### src/rtl/sprite_line_eval.sv
// sprite_line_eval
//   Per-scanline sprite evaluator. On each line_start the back buffer is
//   swapped to the front buffer (slot_data/slot_valid/overflow), and a new
//   scan of sprite RAM starts for next_line_y. Sprites covering that line
//   fill the back buffer slots in RAM order (slot 0 = lowest RAM index =
//   highest priority).
//
//   Optional feature macro: SPRITE_OVERFLOW_EN
//     defined   : hits beyond SLOT_NUM raise overflow for the displayed line,
//                 and the scan always covers the whole RAM.
//     undefined : overflow is tied 0 and the scan stops once all slots fill.
//
// Ports
//   clk          system clock
//   rst          synchronous reset, active-high (overrides line_start)
//   line_start   1-cycle pulse: swap buffers, start scan for next_line_y
//   next_line_y  line to be evaluated, sampled on line_start
//   ram_addr     sprite RAM read address
//   ram_data     sprite RAM read data, valid one cycle after ram_addr
//   slot_data    front-buffer sprite words, slot k at [k*DATA_W +: DATA_W]
//   slot_valid   front-buffer slot occupied flags
//   eval_busy    scan in progress (SCAN or DRAIN)
//   eval_done    1-cycle pulse when the back buffer is complete
//   overflow     more than SLOT_NUM sprites hit the displayed line
module sprite_line_eval #(
    parameter int SLOT_NUM   = 8,
    parameter int SPRITE_NUM = 64,
    parameter int ADDR_W     = $clog2(SPRITE_NUM),
    parameter int DATA_W     = 32,
    parameter int POSY_W     = 10,
    parameter int Y_LSB      = 16,
    parameter int SPRITE_H   = 16
) (
    input  logic                       clk,
    input  logic                       rst,
    input  logic                       line_start,
    input  logic [POSY_W-1:0]          next_line_y,
    output logic [ADDR_W-1:0]          ram_addr,
    input  logic [DATA_W-1:0]          ram_data,
    output logic [SLOT_NUM*DATA_W-1:0] slot_data,
    output logic [SLOT_NUM-1:0]        slot_valid,
    output logic                       eval_busy,
    output logic                       eval_done,
    output logic                       overflow
);

    localparam int CNT_W = $clog2(SLOT_NUM + 1);

    typedef enum logic [1:0] {IDLE, SCAN, DRAIN, DONE} state_t;

    state_t              state, state_next;
    logic [POSY_W-1:0]   line_q;
    logic [CNT_W-1:0]    slot_cnt;
    logic                vld_p0;
    logic [DATA_W-1:0]   back_data [SLOT_NUM];
    logic [SLOT_NUM-1:0] back_valid;
    logic                slots_full;
    logic                addr_last;
    logic                scan_last;
    logic                hit_p0;

    // Unsigned wrap makes sprites starting below the line a miss, while
    // sprites hanging above line 0 (y near 2^POSY_W) still cover it.
    function automatic logic is_hit(input logic [POSY_W-1:0] line,
                                    input logic [DATA_W-1:0] word);
        logic [POSY_W-1:0] diff;
        diff = line - word[Y_LSB +: POSY_W];
        return diff < POSY_W'(SPRITE_H);
    endfunction

    assign slots_full = (slot_cnt == CNT_W'(SLOT_NUM));
    assign addr_last  = (ram_addr == ADDR_W'(SPRITE_NUM - 1));
`ifdef SPRITE_OVERFLOW_EN
    assign scan_last  = addr_last;
`else
    assign scan_last  = addr_last || slots_full;
`endif

    // Stage p0: RAM word for the address issued last cycle
    assign hit_p0 = vld_p0 && is_hit(line_q, ram_data);

    always_ff @(posedge clk) begin
        if (rst) state <= IDLE;
        else     state <= state_next;
    end

    always_comb begin
        state_next = state;
        eval_busy  = 1'b0;
        eval_done  = 1'b0;
        case (state)
            IDLE:  ;
            SCAN:  begin
                eval_busy = 1'b1;
                if (scan_last) state_next = DRAIN;
            end
            DRAIN: begin
                eval_busy  = 1'b1;
                state_next = DONE;
            end
            DONE:  begin
                eval_done  = 1'b1;
                state_next = IDLE;
            end
            default: state_next = IDLE;
        endcase
        if (line_start) state_next = SCAN;
    end

    always_ff @(posedge clk) begin
        if (rst) begin
            line_q     <= '0;
            slot_cnt   <= '0;
            ram_addr   <= '0;
            vld_p0     <= 1'b0;
            back_valid <= '0;
            slot_valid <= '0;
            slot_data  <= '0;
            for (int k = 0; k < SLOT_NUM; k++) back_data[k] <= '0;
        end else if (line_start) begin
            // Swap wins over any hit pending this cycle; that hit is dropped.
            for (int k = 0; k < SLOT_NUM; k++)
                slot_data[k*DATA_W +: DATA_W] <= back_data[k];
            slot_valid <= back_valid;
            back_valid <= '0;
            line_q     <= next_line_y;
            slot_cnt   <= '0;
            ram_addr   <= '0;
            vld_p0     <= 1'b0;
        end else begin
            vld_p0 <= (state == SCAN);
            if (state == SCAN && !scan_last)
                ram_addr <= ram_addr + ADDR_W'(1);
            if (hit_p0 && !slots_full) begin
                for (int k = 0; k < SLOT_NUM; k++) begin
                    if (slot_cnt == CNT_W'(k)) begin
                        back_data[k]  <= ram_data;
                        back_valid[k] <= 1'b1;
                    end
                end
                slot_cnt <= slot_cnt + CNT_W'(1);
            end
        end
    end

`ifdef SPRITE_OVERFLOW_EN
    logic back_ovf;

    always_ff @(posedge clk) begin
        if (rst) begin
            back_ovf <= 1'b0;
            overflow <= 1'b0;
        end else if (line_start) begin
            overflow <= back_ovf;
            back_ovf <= 1'b0;
        end else if (hit_p0 && slots_full) begin
            back_ovf <= 1'b1;
        end
    end
`else
    assign overflow = 1'b0;
`endif

endmodule

### config.mk
export PLATFORM = sky130hd
export DESIGN_NAME = sprite_line_eval
export DESIGN_NICKNAME = d
export VERILOG_FILES = /design/src/rtl/sprite_line_eval.sv
export SDC_FILE = /design/constraint.sdc
export NUM_CORES = 1
export LEC_CHECK = 0
export CAP_MARGIN = 40
export CORE_ASPECT_RATIO = 0.5
export CORE_MARGIN = 2
export CORE_UTILIZATION = 49
export CTS_CLUSTER_SIZE = 20
export DETAILED_ROUTE_END_ITERATION = 10
export GPL_ROUTABILITY_DRIVEN = 0
export GPL_TIMING_DRIVEN = 0
export PLACE_DENSITY = 0.79
export SLEW_MARGIN = 20
export SYNTH_ARGS = -nofsm -noshare
export SYNTH_HDL_FRONTEND = slang
export SYNTH_SLANG_ARGS = --single-unit
### constraint.sdc
create_clock -name clk -period 6.23 [get_ports clk]
set_input_delay 1.246 -clock clk [delete_from_list [all_inputs] [get_ports clk]]
set_output_delay 1.246 -clock clk [all_outputs]
set_load 0.02 [all_outputs]
======== Yosys cells after proc, flatten, opt, wreduce, memory -nomap -nowiden ========
Memory sizes are Yosys's and may differ from the RTL's. A register that Yosys moved wholly into a read port is not among the register bits.
Index checks and enable logic that the tools add are counted.
operators by class
  multipliers ............................. 0
  multiplexer cells ....................... 55
  reductions and logical operators ........ 21
  div/mod/pow operators ................... 0
  bitwise gates (word level) .............. 8
  eq/ne operators ......................... 14
  shift operators ......................... 0
  order comparisons ....................... 1
  add/subtract/negate cells ............... 3
operators with widths
  cell                   number
  $mux W32               8
  $mux W1                45
  $reduce_and A2 Y1      10
  $eq A4 B3 Y1 const B   4
  $lt A10 B5 Y1 const B  1
  $sub A10 B10 Y10       1
  $eq A4 B2 Y1 const B   2
  $or A1 B1 Y1           8
  $add A6 B1 Y6 const B  1
  $eq A6 B6 Y1 const B   1
  $pmux W2 S3            1
  $add A4 B1 Y4 const B  1
  $eq A2 B2 Y1 const B   2
  $eq A4 B1 Y1 const B   1
  $eq A4 B4 Y1 const B   1
  $logic_not A4 Y1       1
  $reduce_bool A4 Y1     1
  $reduce_or A2 Y1       2
  $logic_and A1 B1 Y1    3
  $ne A3 B3 Y1 const B   1
  $reduce_bool A3 Y1     1
  $eq A2 B1 Y1 const B   1
  $logic_not A1 Y1       2
  $mux W2                1
  2 further kinds        2
storage, ports and cells
  register bits after elaboration ......... 39
  bits in writable memories ............... 256
  ROM bits ................................ 0
  output and inout port bits .............. 273
  latch bits .............................. 0
  bits of input ports ..................... 45
  word-level logic and storage cells ...... 118
  memories kept ........................... 1
memories
  name       depth  bits a word  rd ports  clocked after memory_dff  write ports  line  RTL
  back_data  8      32           8         8                         8            55    logic [DATA_W-1:0] back_data [SLOT_NUM];

======== Longest topological paths before layout ========
  depth after elaboration ................. 9
  depth in mapped cells ................... 11
  depth with buffers taken out ............ 9

======== Worst setup path before layout ========
No wires, ideal clock.
  path kind ............................... input -> register
  start point ............................. input port ram_data[20]
  end point ............................... memory back_data[4][0], in the netlist back_data[1][0] (enable)
  library setup time ...................... 470 ps
  data required time ...................... 5760 ps
  stages .................................. 10
  path buffers ............................ 1
  path slack .............................. 342 ps
  data arrival time ....................... 5418 ps
  cell sequence ........................... inv_1 -> ha_1 -> a21o_1 -> a211o_1 -> a41oi_2 -> o22a_1 -> a31o_1 -> nand4b_4 -> clkbuf_1 -> o31ai_1
RTL lines
  element          line  RTL
  start, declared  39    input logic [DATA_W-1:0] ram_data,
  end, declared    55

==> results.yml <==
status:
  outcome: "completed"
global_routing:
  grt_pass1_vias: 14470
  track_usage_pct: 27.33
  antenna_found_initial: 3
  grt_start_max_net_pins: 20
  grt_pass1_wl_mm: 89.00
  grt_overflow: 0
floorplanning:
  die_w_um: 295.7
  dieArea_mm2: 0.04430
  core_area_mm2: 0.04198
  num_rows: 53
  die_h_um: 149.8
  initial_core_util_pct: 49.65
  io_pins: 318
route:
  wirelength_mm: 60.86
  via_per_inst: 5.410
  via_count: 14290
  drt_iter0_drc: 1289
  drc: 0
  drt-wirelength-per-cell_um: 23.05
  dr.pass1.iters: 6
  ant_nets: 0
setup_path:
  critical_path_required_ps: 6500
  critPathMaxStageDelay_ps: 750
  reg2reg_from: "line_q[4]"
  crit_chain: "clkdlybuf4s50_1, inv_1, ha_1, o211ai_1, nor2_1, o32ai_1, or4_1, nand3_2, nand4b_4, clkbuf_1, o31ai_4, buf_6"
  start_kind: "primary input"
  r2r_slack_ps: 2620
  end_kind: "flip-flop"
  crit_type: "primary input to flip-flop"
  r2r_end: "back_data[1][40]"
  crit_path_max_fanout: 12
  cp_slowest_cell: "o31ai_4"
  r2r_cells: 10
  crit_arrival_ps: 4890
sta:
  fin_crit_ps: 4616
  rsz0062_at_grt: "no"
  tns_ps: 0
  setup_viol: 0
  tightest_slew_ps: 879.5
  fmax_ghz: 0.2166
  setup_ws_ps: 1614
  skew_ps: 10.48
  slew_viol_final: 0
  slew_headroom_pct: 41.37
  min_period_over_period_pct: 74.10
  hold_viol: 0
layout:
  final_nets: 2087
  synthToLayoutAreaGrowth_pct: 28.12
  layout_commonest_cell: "clkdlybuf4s50_1"
  utilization_pct: 63.61
  drive_gt1_share_pct: 11.54
  final_cell_mix: "clkdlybuf4s50_1 (315), nor2_1 (297), dfxtp_1 (295)"
logic_synthesis:
  synth-edff-count: 256
  synthAdderAreaFrac_pct: 1.081
  synth_mux_area_share_pct: 13.40
  synthSimpleGateAreaFrac_pct: 15.15
  ys_warn_count: 0
  seq_area_frac_synth_pct: 65.23
  synth.distinct_cells: 52
  ys_top_cells_by_area: "edfxtp_1 (37%), dfxtp_1 (28%), mux2i_1 (13%)"
  synth-seq-cells: 551
  synth_nets: 1696
  syn_area_mm2: 0.02084
  synth_async_sr_flop_share_pct: 0
  synth_ff_type: "dfxtp_1"
  synth_top_area_share_pct: 36.89
  synth-compound-area-share_pct: 1.657
  synth_top_family_by_area: "simple AND/OR/NAND/NOR gates"
  synth_xor_area_share_pct: 0.2942
  synthCells: 1633
  syn_avg_cell_area_um2: 12.76
  yosysTopAreaCell: "edfxtp_1"
power_and_ir_drop:
  powerDensity_mw_per_mm2: 288.8
  power.leakage_uw: 0.01008
  vdd_ir_drop_max_mv: 0.2260
cts:
  cts_setup_buffers: 0
  cts-resized-gates: 0
  tritoncts: "yes"
  cts.hold.buffers_added: 0
  cts_made_buffers: 48
  path_clk_slew_ps: 70
  cts_sinks: 551
  clk_latency_ps: 570
  cts.htree.levels: 2
  cts_root_buf: "clkbuf_16"
  clk_path_buf_depth: 3
min_path:
  min-delay-start: "back_valid[7]"
  hp-class: "flip-flop to flip-flop"
  hold_path_end: "back_valid[7]"
  hold_depth: 2
placed_design:
  port_buffers: 315
  pre_cts_ws_ps: 1103
  place_hpwl_mm: 44.67
run:
  maxCapViolCount: 0
synth_stat cells, types with 2 or more instances:
| cell type | number |
|---|---|
| xor2_1 | 4 |
| xnor2_1 | 3 |
| and2_1 | 2 |
| nand3b_1 | 2 |
| clkbuf_1 | 54 |
| a211o_1 | 2 |
| nor2_1 | 297 |
| buf_6 | 21 |
| ha_1 | 18 |
| or3_1 | 2 |
| a21o_1 | 2 |
| mux2i_1 | 279 |
| buf_4 | 2 |
| or2_2 | 2 |
| o31ai_2 | 2 |
| nand4_1 | 5 |
| o21a_1 | 2 |
| o21ai_0 | 2 |
| dfxtp_1 | 295 |
| nand2b_1 | 5 |
| nand3_1 | 7 |
| nand2_1 | 54 |
| buf_1 | 40 |
| nor3_1 | 94 |
| edfxtp_1 | 256 |
| o31ai_1 | 11 |
| a21oi_1 | 4 |
| o21ai_1 | 4 |
| inv_1 | 14 |
| nor2b_1 | 26 |
| a2111o_1 | 2 |
| nor3_2 | 100 |
power by group:
part | internal (µW) | leakage [µW] | switching (µW)
clock network | 1610 | 0.000762 | 1340
logic | 301 | 0.00428 | 441
registers | 3940 | 0.00503 | 82.2
worst max-delay path by stage:
| stage | to | start | cells after the start | slack (ps) |
|---|---|---|---|---|
| global route | back_data[1][33] | ram_data[20] | 12 | 1460 |
| global placement | back_data[1][37] | ram_data[20] | 11 | -2170 |
| finish | back_data[1][40] | ram_data[21] | 12 | 1610 |
| CTS | back_data[1][40] | ram_data[20] | 12 | 1660 |
| detailed placement | back_data[1][40] | ram_data[23] | 12 | 1100 |
| floorplan | back_data[1][0] | ram_data[20] | 10 | 340 |
routing by layer:
metal	track usage (%)	wire [µm]	part of all wire, %	vias up
li1	-	-	-	6518
met1	34.39	24000	39	7075
met2	46.39	29900	49	545
met3	4.886	4130	6.8	151
met4	12.28	2836	4.7	0
met5	0	0	0	-
through the flow:
stage | area (µm²) | hold WS, ps | cells | total power, µW
global placement | 24720 | 438.1 | 2525 | 4793
global route | 26700 | 480.6 | 2641 | 7901
CTS | 26680 | 461.9 | 2638 | 7698
finish | 26700 | 465.3 | 2641 | 7710
detailed placement | 25150 | 443.3 | 2550 | 4830
floorplan | 20840 | 424.8 | 1633 | 4461
sequential cells by signal (all words and copies together), names as in the netlist:
register,cells
back_data,256
back_valid,8
line_q,10
ram_addr,6
slot_cnt,4
slot_data,256
slot_valid,8
state,2
vld_p0,1
critical path: cells and delay by family:
| kind | cells | cell delay, ps |
|---|---|---|
| AOI/OAI and AO/OA | 3 | 1000 |
| adders and majority gates | 1 | 420 |
| and+or+nand+nor | 4 | 890 |
| buffers and inverters | 4 | 1320 |
area by class of cell:
type	count	area, µm²
fillers	3065	15280
clock buffers	69	1401
clock inverters	19	127.6
plain buffers	117	604.3
well taps	577	721.9
flip-flops and latches	551	13590
diodes	2	5.005
repair buffers	341	3508
multi-input cells	950	6681
inverters	15	56.30
logic make-up after synthesis:
group                    count (synthesis)
AO/OA/AOI/OAI                           44
XOR/XNOR                                 7
adder cells (fa/ha/maj)                 18
buffers and inverters                  132
flip-flops                             551
multiplexers                           279
other                                    1
AND/OR/NAND/NOR                        601
No activity file was read; power rests on OpenSTA's default activity.
